File: src/rtl/regfile_write_arbiter_if.sv
// -----------------------------------------------------------------------------
// regfile_write_arbiter_if
//   Bundles the requester side and the register-file write side of the
//   write arbiter.
//
//   Parameter
//     NUM_REQ      number of requesters (2..8)
//
//   Signals
//     req          per-requester write request, held with index/data until ack
//     req_index    packed 5-bit target indices, requester i at [5i+4:5i]
//     req_data     packed 32-bit write data, requester i at [32i+31:32i]
//     ack          one-cycle grant pulse per requester
//     write1/2     write enables to the register file ports
//     writeIndex1/2, writeData1/2  index/data for those ports
//
//   Modports
//     master       requesters plus register file (drives requests, sees grants)
//     slave        the arbiter
// -----------------------------------------------------------------------------
interface regfile_write_arbiter_if #(
    parameter int unsigned NUM_REQ = 4
) ();
    logic [NUM_REQ-1:0]    req;
    logic [NUM_REQ*5-1:0]  req_index;
    logic [NUM_REQ*32-1:0] req_data;
    logic [NUM_REQ-1:0]    ack;
    logic                  write1;
    logic [4:0]            writeIndex1;
    logic [31:0]           writeData1;
    logic                  write2;
    logic [4:0]            writeIndex2;
    logic [31:0]           writeData2;

    modport master (
        output req, req_index, req_data,
        input  ack, write1, writeIndex1, writeData1, write2, writeIndex2, writeData2
    );

    modport slave (
        input  req, req_index, req_data,
        output ack, write1, writeIndex1, writeData1, write2, writeIndex2, writeData2
    );
endinterface

File: src/rtl/regfile_write_arbiter.sv
// -----------------------------------------------------------------------------
// regfile_write_arbiter
//   Shares the two write ports of the 32x32 register file among NUM_REQ
//   requesters. Each cycle up to two requests are granted round-robin: winner
//   A goes to port 1, winner B to port 2. B never carries the same index as A,
//   so the file never has to tie-break two writes to one register.
//   Outputs are registered on posedge clock; the file captures them on the
//   following negedge.
//
//   Ports
//     clock        system clock, all state on posedge
//     clear        synchronous active-high reset
//     bus          regfile_write_arbiter_if.slave (requests in, acks/writes out)
//     conflict_count [15:0]  only with ARB_CONFLICT_CNT_EN defined: saturating
//                  count of cycles where an eligible requester was held off
//                  port 2 because its index matched port 1's
//
//   Build option
//     ARB_CONFLICT_CNT_EN  adds the conflict counter; arbitration is unchanged
// -----------------------------------------------------------------------------
module regfile_write_arbiter #(
    parameter int unsigned NUM_REQ = 4
) (
    input  logic                   clock,
    input  logic                   clear,
    regfile_write_arbiter_if.slave bus
`ifdef ARB_CONFLICT_CNT_EN
    ,
    output logic [15:0]            conflict_count
`endif
);
    localparam int unsigned PTR_W = $clog2(NUM_REQ);

    logic [PTR_W-1:0]   r_rr_ptr;
    logic [NUM_REQ-1:0] r_ack;
    logic               r_write1;
    logic               r_write2;
    logic [4:0]         r_index1;
    logic [4:0]         r_index2;
    logic [31:0]        r_data1;
    logic [31:0]        r_data2;

    logic [4:0]         w_idx  [NUM_REQ];
    logic [31:0]        w_data [NUM_REQ];
    logic [NUM_REQ-1:0] w_elig;
    logic               w_a_vld;
    logic               w_b_vld;
    logic [PTR_W-1:0]   w_a;
    logic [PTR_W-1:0]   w_b;
    logic [PTR_W-1:0]   w_slot;
    int unsigned        w_a_off;
`ifdef ARB_CONFLICT_CNT_EN
    logic               w_conflict;
    logic [15:0]        r_conflict_count;
`endif

    // Requester sitting 'k' places after 'base' in round-robin order.
    function automatic logic [PTR_W-1:0] slot(input logic [PTR_W-1:0] base,
                                              input int unsigned      k);
        return PTR_W'((32'(base) + k) % NUM_REQ);
    endfunction

    for (genvar g = 0; g < NUM_REQ; g++) begin : g_unpack
        assign w_idx[g]  = bus.req_index[5*g +: 5];
        assign w_data[g] = bus.req_data[32*g +: 32];
    end

    always_comb begin
        // A requester whose ack is currently visible is masked so it cannot
        // be granted twice for the same request.
        w_elig  = bus.req & ~r_ack;
        w_a_vld = 1'b0;
        w_a     = '0;
        w_a_off = 0;
        w_b_vld = 1'b0;
        w_b     = '0;
        w_slot  = '0;
`ifdef ARB_CONFLICT_CNT_EN
        w_conflict = 1'b0;
`endif
        for (int unsigned k = 0; k < NUM_REQ; k++) begin
            w_slot = slot(r_rr_ptr, k);
            if (!w_a_vld && w_elig[w_slot]) begin
                w_a_vld = 1'b1;
                w_a     = w_slot;
                w_a_off = k;
            end
        end
        // B only looks at offsets beyond A, i.e. from A+1 up to rr_ptr-1.
        for (int unsigned k = 0; k < NUM_REQ; k++) begin
            w_slot = slot(r_rr_ptr, k);
            if (w_a_vld && (k > w_a_off) && w_elig[w_slot]) begin
                if (w_idx[w_slot] == w_idx[w_a]) begin
`ifdef ARB_CONFLICT_CNT_EN
                    w_conflict = 1'b1;
`endif
                end else if (!w_b_vld) begin
                    w_b_vld = 1'b1;
                    w_b     = w_slot;
                end
            end
        end
    end

    always_ff @(posedge clock) begin
        if (clear) begin
            r_rr_ptr <= '0;
            r_ack    <= '0;
            r_write1 <= 1'b0;
            r_write2 <= 1'b0;
            r_index1 <= '0;
            r_index2 <= '0;
            r_data1  <= '0;
            r_data2  <= '0;
        end else begin
            r_ack    <= '0;
            r_write1 <= w_a_vld;
            r_write2 <= w_b_vld;
            // Index/data of an idle port keep their last value.
            if (w_a_vld) begin
                r_ack[w_a] <= 1'b1;
                r_index1   <= w_idx[w_a];
                r_data1    <= w_data[w_a];
            end
            if (w_b_vld) begin
                r_ack[w_b] <= 1'b1;
                r_index2   <= w_idx[w_b];
                r_data2    <= w_data[w_b];
            end
            if (w_b_vld) begin
                r_rr_ptr <= slot(w_b, 1);
            end else if (w_a_vld) begin
                r_rr_ptr <= slot(w_a, 1);
            end
        end
    end

`ifdef ARB_CONFLICT_CNT_EN
    always_ff @(posedge clock) begin
        if (clear) begin
            r_conflict_count <= '0;
        end else if (w_conflict && (r_conflict_count != 16'hFFFF)) begin
            r_conflict_count <= r_conflict_count + 16'd1;
        end
    end

    assign conflict_count = r_conflict_count;
`else
    // No conflict counter in this build.
`endif

    assign bus.ack         = r_ack;
    assign bus.write1      = r_write1;
    assign bus.writeIndex1 = r_index1;
    assign bus.writeData1  = r_data1;
    assign bus.write2      = r_write2;
    assign bus.writeIndex2 = r_index2;
    assign bus.writeData2  = r_data2;
endmodule
File: src/flat_wrapper.sv
// flat-port wrapper written by rule: the top's interface ports become plain ports
module regfile_write_arbiter_flat 
#(
    parameter int unsigned NUM_REQ = 4
)
  (clock, clear, bus_req, bus_req_index, bus_req_data, bus_ack, bus_write1, bus_writeIndex1, bus_writeData1, bus_write2, bus_writeIndex2, bus_writeData2);
  regfile_write_arbiter_if #(.NUM_REQ(NUM_REQ)) bus_i ();
  input  logic clock;
  input  logic clear;
  input wire logic [$bits(bus_i.req)-1:0] bus_req;
  input wire logic [$bits(bus_i.req_index)-1:0] bus_req_index;
  input wire logic [$bits(bus_i.req_data)-1:0] bus_req_data;
  output wire logic [$bits(bus_i.ack)-1:0] bus_ack;
  output wire logic [$bits(bus_i.write1)-1:0] bus_write1;
  output wire logic [$bits(bus_i.writeIndex1)-1:0] bus_writeIndex1;
  output wire logic [$bits(bus_i.writeData1)-1:0] bus_writeData1;
  output wire logic [$bits(bus_i.write2)-1:0] bus_write2;
  output wire logic [$bits(bus_i.writeIndex2)-1:0] bus_writeIndex2;
  output wire logic [$bits(bus_i.writeData2)-1:0] bus_writeData2;
  assign bus_i.req = bus_req;
  assign bus_i.req_index = bus_req_index;
  assign bus_i.req_data = bus_req_data;
  assign bus_ack = bus_i.ack;
  assign bus_write1 = bus_i.write1;
  assign bus_writeIndex1 = bus_i.writeIndex1;
  assign bus_writeData1 = bus_i.writeData1;
  assign bus_write2 = bus_i.write2;
  assign bus_writeIndex2 = bus_i.writeIndex2;
  assign bus_writeData2 = bus_i.writeData2;
  regfile_write_arbiter #(.NUM_REQ(NUM_REQ)) u_core (.clock(clock), .clear(clear), .bus(bus_i));
endmodule
File: config.mk
export PLATFORM = sky130hd
export DESIGN_NAME = regfile_write_arbiter_flat
export DESIGN_NICKNAME = d
export VERILOG_FILES = /design/src/rtl/regfile_write_arbiter_if.sv /design/src/rtl/regfile_write_arbiter.sv /design/src/flat_wrapper.sv
export SDC_FILE = /design/constraint.sdc
export NUM_CORES = 1
export LEC_CHECK = 0
export BUFFER_PORTS_ARGS = -buffer_cell sky130_fd_sc_hd__buf_4
export CELL_PAD_IN_SITES_DETAIL_PLACEMENT = 0
export CELL_PAD_IN_SITES_GLOBAL_PLACEMENT = 1
export CORE_UTILIZATION = 40
export CTS_CLUSTER_DIAMETER = 100
export CTS_CLUSTER_SIZE = 8
export DETAILED_ROUTE_END_ITERATION = 12
export PLACE_DENSITY_LB_ADDON = 0.1
export SLEW_MARGIN = 20
export SYNTH_ARGS = -nofsm -noshare
export SYNTH_HDL_FRONTEND = slang
export SYNTH_SLANG_ARGS = --single-unit
File: constraint.sdc
create_clock -name clock -period 6.6 [get_ports clock]
set_input_delay 1.32 -clock clock [delete_from_list [all_inputs] [get_ports clock]]
set_output_delay 1.32 -clock clock [all_outputs]
set_load 0.02 [all_outputs]
# --- Word-level counts from Yosys, hierarchy flattened ---
# Index checks and enable logic that the tools add are counted.
# Widths: inputs -> output; s select.
word_totals:
  regBits: 82
  in_bits: 154
  out_inout_bits: 80
  word_cells: 132
classes:
  addsub: 5
  n_lt_le_gt_ge: 18
  eq_ne: 4
  muxes: 71
  n_bitwise: 9
  n_reduce_logical: 17
ops:
  columns: ["operator", "count"]
  rows:
  - ["$bmux 32 s2", 2]
  - ["$mux 32", 4]
  - ["$bmux 5 s2", 6]
  - ["$mux 5", 12]
  - ["$mux 2", 19]
  - ["$eq 5x5->1", 4]
  - ["$mux 1", 19]
  - ["$ge 3x3->1 const B", 6]
  - ["$lt 2x3->1 const B", 6]
  - ["$not 2->3", 6]
  - ["$logic_and 1x1->1", 13]
  - ["$mux 4", 3]
  - ["$bmux 1 s2", 4]
  - ["$add 2x1->2 const B", 3]
  - ["$add 2x2->2 const B", 2]
  - ["$and 4x4->4", 1]
  - ["$demux 1 s2", 2]
  - ["$ge 2x1->1 const B", 2]
  - ["$gt 1x2->1 const A", 2]
  - ["$gt 2x2->1 const A", 2]
  - ["$not 4->4", 1]
  - ["$or 4x4->4", 1]
  - ["$logic_not 1->1", 3]
  - ["$reduce_bool 2->1", 1]

# --- Logic depth before layout (Yosys ltp) ---
# Gate-level depths: netlist of run 1.
logic_depth:
  ltp_word: 36
  mapped_depth: 16
  mapped_depth_nobuf: 11

# --- Least setup slack after synthesis of run 1 ---
# Ideal clock, no wire load.
synth_path:
  path_kind: "in2reg"
  from: "input port bus_req[2]"
  to: "register u_core.r_data2[0] (netlist: u_core.bus.writeData2[0])"
  setup_time_ns: 0.120
  arrival_time_ns: 4.190
  required_time_ns: 6.480
  slack_ns: 2.290
  stages: 12
  n_path_buf: 2
  cell_sequence: "nor3b_2 > a211oi_4 > nand2_4 > mux2i_2 > xor2_1 > o31a_1 > o41a_4 > a221o_1 > buf_2 > buf_4 > o2bb2ai_1 > a211o_1"
synth_between:
  elab_chain_len: 33
  word_cells_on_any_way: 69
  classes_between: "order compare (4); eq/ne (4); mux (44); bitwise (3); reduce/logical (14)"
synth_rtl:
  columns: ["element", "line_no", "source"]
  rows:
  - ["start, declared", "flat_wrapper.sv:10", "input wire logic [$bits(bus_i.req)-1:0] bus_req;"]
  - ["$and 4x4->4 (*)", "regfile_write_arbiter.sv:71", "w_elig = bus.req & ~r_ack;"]
  - ["$bmux 1 s2", "regfile_write_arbiter.sv:83, regfile_write_arbiter.sv:92", null]
  - ["$mux 1 (not written as such)", "regfile_write_arbiter.sv:83, regfile_write_arbiter.sv:92", null]
  - ["$mux 1", "regfile_write_arbiter.sv:83", "if (!w_a_vld && w_elig[w_slot]) begin"]
  - ["$logic_not 1->1", "regfile_write_arbiter.sv:83", null]
  - ["$logic_and 1x1->1", "regfile_write_arbiter.sv:83", null]
  - ["$mux 1", "regfile_write_arbiter.sv:83", null]
  - ["$logic_not 1->1", "regfile_write_arbiter.sv:83", null]
  - ["[16 not listed]", null, null]
  - ["$mux 2", "regfile_write_arbiter.sv:93", "if (w_idx[w_slot] == w_idx[w_a]) begin"]
  - ["$mux 2", "regfile_write_arbiter.sv:92", "if (w_a_vld && (k > w_a_off) && w_elig[w_slot]) begin"]
  - ["$mux 2", "regfile_write_arbiter.sv:97", "end else if (!w_b_vld) begin"]
  - ["$mux 2", "regfile_write_arbiter.sv:93", null]
  - ["$mux 2", "regfile_write_arbiter.sv:92", null]
  - ["$not 2->3 (not written as such)", "regfile_write_arbiter.sv:128", "r_data2 <= w_data[w_b];"]
  - ["$bmux 32 s2", "regfile_write_arbiter.sv:128", null]
  - ["$mux 32 (not written as such) (2 in series)", "regfile_write_arbiter.sv:128", null]
  - ["end signal, assigned", "regfile_write_arbiter.sv:128", null]
  - ["end, declared", "regfile_write_arbiter.sv:41", "logic [31:0] r_data2;"]
# Every way passes the cells marked *; elsewhere a longest branch is shown, timed or not. The select of a mux whose other input is x is not followed.
# A chain may end at the register's enable or synchronous reset.

# --- Worst setup path after layout of run 1 ---
layout_path:
  from: "input port bus_req[1]"
  to: "register u_core.r_data2[19] (netlist: u_core.bus.writeData2[19])"
# The elaborated chain is that of the path after synthesis.

==> impl_metrics.csv, run 1 <==
group,metric,value,unit
outcome,status,"complete, no violations",
worst_setup_path,crit_path_max_incr_delay,0.68,ns
drt,viasPerCell,6.13,
worst_setup_path,crit_path_start_kind,"input port",
logic_synthesis,synth_area,7180,um2
drt,dr.pass1.iters,5,
floorplan,die_w,136,um
logic_synthesis,synth_top_area_share,22.8,%
global_route,grt_pass1_wl,44100,um
power,leakage,4.00,nW
global_route,gr-usage-all-layers,30.5,%
clock_network,cts_tree,"built",
worst_setup_path,end_kind,"register",
clock_network,cts_hold_buf,0,
clock_network,clk_latency,0.35,ns
logic_synthesis,ys_seq_area_share,22.8,%
worst_setup_path,slowest_stage,"a221oi_4",
logic_synthesis,synth_cells,974,
power,vdd_ir_drop_max,301,uV
worst_setup_path,arrival,5.54,ns
logic_synthesis,ys_warn_count,0,
place,dpl.hpwl,19300,um
global_route,use_met3,4.59,%
timing,post-route-min-period,5.29,ns
clock_network,post_cts_resized,0,
clock_network,clock_path_buffers,2,
worst_setup_path,critPathMaxFanout,27,
timing,setup-tns-final,0,ns
logic_synthesis,synth_area_leaders,"dfxtp_1 23%, nand2_1 7.8%, nand3_1 5.7%, nor3_1 5.5%, a211o_1 4.4%",
clock_network,clock_sinks,82,
floorplan,die_area,18500,um2
cells_and_area,antennaDiodeCount,0,
timing,clock_skew,0.00797,ns
cells_and_area,area_growth,30.3,%
logic_synthesis,synth_top_cell_by_area,"dfxtp_1",
place,dpl.cell_count,1361,
cells_and_area,multi_input_area,4970,um2
global_route,overflow,0,
logic_synthesis,syn_nets,1128,
timing,worst_slew_pin_slew,0.864,ns
global_route,antenna_found_initial,0,
timing,slew_violations,0,
cells_and_area,final_layout_size_suffix_gt1_share,29.5,%
worst_setup_path,crit_top_cell,"buf_4",
power,powerDensity,530,nW/um2
global_route,grt_pass1_vias,7889,
logic_synthesis,synth_enable_flop_cells,0,
min_path,min_to,"u_core.bus.writeData1[28]",
clock_network,clk_pin_slew,0.07,ns
cells_and_area,final_common_cell,"buf_4",
worst_setup_path,rrSetupSlack,1.71,ns
global_route,gr-usage-met2,48.8,%
drt,ant_nets,0,
worst_setup_path,crit_type,"input port to register",
timing,rsz0062_at_grt,"no",
clock_network,root_buffer,"clkbuf_16",
cells_and_area,fillCellCount,1761,
logic_synthesis,synth_seq_cells,82,
timing,max_clock_freq,189,MHz
global_route,grt_max_degree,86,
drt,drc,0,
timing,fin_crit_sh,80.2,%
floorplan,ios,234,
cells_and_area,most-common-layout-cells,"257 x buf_4, 149 x nand2_1, 82 x nand3_1",
worst_setup_path,r2r-start,"u_core.r_rr_ptr[0]",
worst_setup_path,required,6.84,ns
floorplan,die_h,136,um
worst_setup_path,worstRegToRegCells,14,
logic_synthesis,syn_avg_cell_area,7.38,um2
cells_and_area,seq_area,1650,um2
min_path,hold_path_class,"register to register",
worst_setup_path,crit_chain,"buf_4, nor2b_1, nor3_1, o22a_2, nand3_1, and2_1, xnor2_1, o41a_4, nor2_4, buf_4, a221oi_4, buf_4, o2bb2ai_1, a211o_1",
flow_run,maxCapViolations,0,
worst_setup_path,crit_buf_inv,3,
timing,setup_viol_count_final,0,
timing,slew_headroom,42.4,%
clock_network,cts_inserted_buffers,9,
logic_synthesis,synthFlopType,"dfxtp_1",
cells_and_area,final_cells,1378,
logic_synthesis,synth.distinct_cells,73,
drt,drt_iter0_drc,686,
clock_network,h-tree-depth,3,
place,port_buffers,233,
timing,hold_viol,0,
clock_network,cts_setup_buffers,0,
logic_synthesis,async_reset_ff_share,0,%
min_path,hp-start,"u_core.bus.writeData1[28]",
drt,wl,28000,um
place,gp_congestion,0.910,
floorplan,core,17400,um2
global_route,use_met1,42.5,%
floorplan,start_util,41.2,%
drt,drt-wirelength-per-cell,20.3,um
floorplan,placementRows,48,
min_path,min_path_cells,2,
worst_setup_path,r2r_end,"u_core.bus.writeData2[16]",
global_route,grt_busiest_layer,"met2",
cells_and_area,nets,1302,
worst_setup_path,critPathTopFamily,"compound AO/OA/AOI/OAI gates",
drt,vias,8442,
## cell type report
type	instances	area share, %
Multi-Input combinational cell	755	53.1
Timing Repair Buffer	260	21.3
Sequential cell	82	17.6
Tap cell	225	3.01
Clock buffer	10	2.45
Inverter	40	1.60
Clock inverter	6	0.962
## kinds of logic after synthesis
| group | after synthesis | synth area share [%] |
|---|---|---|
| and+or+nand+nor | 411 | 28.5 |
| DFF | 82 | 22.8 |
| buffers and inverters | 137 | 8.45 |
| xor gates and xnor gates | 8 | 0.975 |
| muxes | 23 | 3.74 |
| AOI/OAI and AO/OA | 313 | 35.5 |
## power breakdown
part,switching (mW),total (mW),leakage [nW],internal (mW)
Sequential,0.161,0.867,0.681,0.706
Combinational,2.22,3.53,3.16,1.30
Clock,0.232,0.566,0.153,0.334
Total,2.62,4.96,4.00,2.34
## layer usage
| layer | vias up | part of all wire [%] |
|---|---|---|
| met5 | - | 0 |
| met4 | 0 | 1.6 |
| met3 | 31 | 7.0 |
| met2 | 358 | 47 |
| met1 | 4024 | 45 |
| li1 | 4029 | - |
## how the worst max path moves through the flow
stage,slack (ns),from,cells after the start,end
3_5_place_dp,0.95,bus_req[1],14,u_core.bus.writeData2[31]
4_1_cts,1.31,bus_req[1],14,u_core.bus.writeData2[31]
6_report,1.31,bus_req[1],14,u_core.bus.writeData2[19]
5_1_grt,0.96,bus_req[1],14,u_core.bus.writeData2[20]
2_1_floorplan,2.29,bus_req[2],12,u_core.bus.writeData2[0]
3_3_place_gp,1.01,bus_req[1],14,u_core.bus.writeData2[31]
## cells in the mapped netlist (7+ instances only)
master,n
a211o_1,36
o2bb2ai_1,35
nand2b_1,11
clkbuf_1,63
a2111oi_2,20
o211ai_1,37
nand2_1,149
buf_4,7
nor2_1,15
mux2i_1,12
a2111oi_0,9
or3_1,37
mux2_2,7
o21ai_0,15
inv_1,40
dfxtp_1,82
and3_1,13
o31ai_1,37
nor3_1,79
nand3_1,82
buf_2,17
a21oi_1,62
## sequential cells by signal, summed over array words and instances (netlist names)
name	count
u_core.bus.writeData1	32
u_core.bus.ack	4
u_core.bus.write2	1
u_core.bus.writeData2	32
u_core.bus.write1	1
u_core.bus.writeIndex2	5
u_core.r_rr_ptr	2
u_core.bus.writeIndex1	5
## per-stage QoR
| step | utilization (%) | area (um2) | total power, mW | setup slack [ns] | hold slack, ns |
|---|---|---|---|---|---|
| 2_1_floorplan | - | 7180 | 3.31 | 2.29 | 0.530 |
| 3_3_place_gp | 51.8 | 9020 | 4.33 | 1.01 | 0.439 |
| 3_5_place_dp | 51.8 | 9020 | 4.36 | 0.953 | 0.445 |
| 4_1_cts | 53.6 | 9340 | 4.93 | 1.31 | 0.454 |
| 5_1_grt | 53.8 | 9360 | 5.30 | 0.965 | 0.466 |
| 6_report | 53.8 | 9360 | 4.96 | 1.31 | 0.451 |
## worst reg2reg max path: stages, from the launching register on
cell and delay [ns]:
dfxtp_4 0.74, nor4b_2 0.21, a211oi_4 0.49, nand2_4 0.37, mux2i_2 0.41, xor2_1 0.11
o31a_1 0.33, o41ai_4 0.33, buf_4 0.27, buf_4 0.34, nor3_2 0.11, o31ai_4 0.25
buf_4 0.39, a2111oi_0 0.13, a211o_1 0.29
Power figures use the tool's default switching activity.
==> inputs of run 2 (changes only) <==
Settings changed: ABC_AREA from default to 1, CORE_UTILIZATION 40 to 30.
Clock period 6.6 ns to 4.3 ns, I/O delays scaled along.
==> run 2 against run 1 <==
Sequential share of layout area grew 0.77 points; non-clock buffer count grew 4; via count shrank 3.1%; global-route usage shrank 4.9 points; area after synthesis shrank 8.8%; setup slack lost 0.86 ns; highest routed layer unchanged; cell count grew 19%; final area shrank 4.2%; sequential cell count is the same.
==> impl_metrics.csv, run 2 <==
group,metric,value,unit
timing,fin_crit_sh,89.6,%
cells_and_area,area_growth,36.8,%
clock_network,clock_path_buffers,2,
logic_synthesis,syn_nets,1321,
logic_synthesis,syn_avg_cell_area,5.62,um2
timing,worst_slew_pin_slew,0.852,ns
cells_and_area,most-common-layout-cells,"450 x nand2_1, 252 x buf_4, 189 x nand3_1",
global_route,grt_pass1_vias,7765,
worst_setup_path,arrival,4.11,ns
floorplan,die_h,150,um
timing,slew_headroom,43.1,%
floorplan,ios,234,
timing,post-route-min-period,3.85,ns
timing,setup_viol_count_final,0,
drt,dr.pass1.iters,5,
drt,drt_iter0_drc,361,
timing,max_clock_freq,260,MHz
global_route,antenna_found_initial,0,
drt,viasPerCell,4.97,
cells_and_area,multi_input_area,4130,um2
cells_and_area,final_common_cell,"nand2_1",
logic_synthesis,synthAdderAreaFrac,0,%
place,gp_congestion,0.835,
global_route,gr-usage-all-layers,25.6,%
clock_network,h-tree-depth,3,
logic_synthesis,synth_top_family_by_area,"simple AND/OR/NAND/NOR gates",
clock_network,cts_tree,"built",
drt,top_layer,"met4",
drt,wl,28700,um
place,place_area,8680,um2
min_path,hold_path_class,"register to register",
logic_synthesis,async_reset_ff_share,0,%
logic_synthesis,synth_cells,1167,
logic_synthesis,synth_area_leaders,"nand2_1 26%, dfxtp_1 25%, nand3_1 14%, inv_1 6.6%, nor2_1 5.3%",
drt,drt-wirelength-per-cell,17.5,um
cells_and_area,seq_area,1640,um2
clock_network,clock_sinks,82,
place,dpl.hpwl,20300,um
flow_run,maxCapViolations,0,
logic_synthesis,synth_compound_area_share,12.0,%
logic_synthesis,synth_area,6550,um2
clock_network,clk_latency,0.36,ns
floorplan,start_util,30.9,%
logic_synthesis,synth_most_common_cell,"nand2_1",
worst_setup_path,required,4.56,ns
floorplan,die_area,22400,um2
global_route,grt_max_degree,60,
worst_setup_path,crit_type,"register to register",
drt,vias,8179,
clock_network,cts_inserted_buffers,9,
drt,ant_nets,0,
worst_setup_path,critPathMaxFanout,25,
logic_synthesis,synthXorXnorAreaFrac,0,%
cells_and_area,final_cells,1645,
place,port_buffers,233,
place,dpl.cell_count,1629,
outcome,status,"complete, no violations",
clock_network,clk_pin_slew,0.07,ns
cells_and_area,fillCellCount,2381,
timing,hold_viol,0,
cells_and_area,nets,1519,
logic_synthesis,synth_mux_area_share,0.458,%
clock_network,cts_hold_buf,0,
cells_and_area,final_layout_size_suffix_gt1_share,23.0,%
drt,met1_length,12600,um
drt,wl_met3,1840,um
drt,dr_wl_met2,13500,um
worst_setup_path,crit_path_start_kind,"register",
timing,clock_skew,0.0187,ns
logic_synthesis,synth.distinct_cells,32,
global_route,overflow,0,
floorplan,placementRows,53,
logic_synthesis,synth_top_cell_by_area,"nand2_1",
timing,slew_violations,0,
worst_setup_path,end_kind,"register",
logic_synthesis,synth_enable_flop_cells,0,
cells_and_area,antennaDiodeCount,0,
logic_synthesis,synth_top_area_share,25.9,%
logic_synthesis,synth_seq_cells,82,
floorplan,core,21200,um2
timing,rsz0062_at_grt,"no",
logic_synthesis,ys_seq_area_share,25.0,%
logic_synthesis,synth_simple_gate_area_share,49.6,%
floorplan,die_w,150,um
global_route,grt_pass1_wl,43900,um
drt,drc,0,
logic_synthesis,synthTopCellsByCount,"453 x nand2_1, 189 x nand3_1, 116 x inv_1",
cells_and_area,final_area,8960,um2
clock_network,root_buffer,"clkbuf_16",
logic_synthesis,ys_warn_count,0,
logic_synthesis,synthFlopType,"dfxtp_1",
timing,setup-tns-final,0,ns
[run 2: metrics by stage]
step / setup slack (ns) / utilization [%] / hold WS [ns]
floorplan: 0.952 / - / 0.563
finish: 0.447 / 42.2 / 0.496
global route: 0.0592 / 42.2 / 0.536
detailed placement: 0.150 / 40.9 / 0.488
global placement: 0.180 / 40.9 / 0.480
CTS: 0.167 / 42.2 / 0.506
[run 2: metal layers]
metal / global-route usage [%] / up-vias
li1: - / 4148
met3: 5.43 / 42
met1: 32.7 / 3717
met4: 9.14 / 0
met2: 42.2 / 272
met5: 0 / -
[run 2: area by class of cell]
type / instances / share of cell area, %
multi-input cells: 887 / 46.1
repair buffers: 264 / 23.7
flip-flops and latches: 82 / 18.3
inverters: 121 / 5.07
well taps: 275 / 3.84
clock buffers: 10 / 2.55
clock inverters: 6 / 0.461
[run 2: timing repair]
| item | 4_1_cts | 5_1_grt |
|---|---|---|
| setup buffers | 0 | 0 |
| endpoints found under the hold margin | 0 | 0 |
| resized for setup | 0 | 5 |
| endpoints found under the setup margin | 0 | 43 |
[run 2: critical path: stages (launching register included)]
cell and delay (ns):
dfxtp_2 0.38, inv_2 0.16, nand2_2 0.17, nand2_2 0.27, nand3_1 0.13, nand2_1 0.17
nand3_1 0.11, nand3_1 0.16, buf_4 0.22, nand4_1 0.10, nand2_1 0.08, nand2_1 0.09
nand2_1 0.19, nand2_1 0.07, nand2_1 0.07, nand3_1 0.14, o21bai_4 0.24, inv_1 0.08
nor2_1 0.11, nand2_2 0.17, buf_12 0.21, nand3_1 0.07, nand2_1 0.08, nand2_1 0.07
nand3_1 0.09, nand2_1 0.07, inv_1 0.03
[run 2: worst paths after layout]
| check | slack, ns | cells past startpoint | to | start |
|---|---|---|---|---|
| worst min register to register | 0.50 | 2 | u_core.bus.writeIndex1[1] | u_core.bus.writeIndex1[1] |
| worst max register to register | 0.45 | 26 | u_core.bus.writeData2[30] | u_core.r_rr_ptr[1] |
| worst min-delay path | 0.50 | 2 | u_core.bus.writeIndex1[1] | u_core.bus.writeIndex1[1] |
| worst max-delay path | 0.45 | 26 | u_core.bus.writeData2[30] | u_core.r_rr_ptr[1] |
[run 2: kinds of logic after synthesis]
kind of cell,Yosys count
and+or+nand+nor,772
buffers and inverters,198
AOI/OAI and AO/OA,112
DFF,82
muxes,3
Power of run 2 is not shown: default switching activity piles up to over one toggle a cycle in this logic, so the estimate is an artifact.
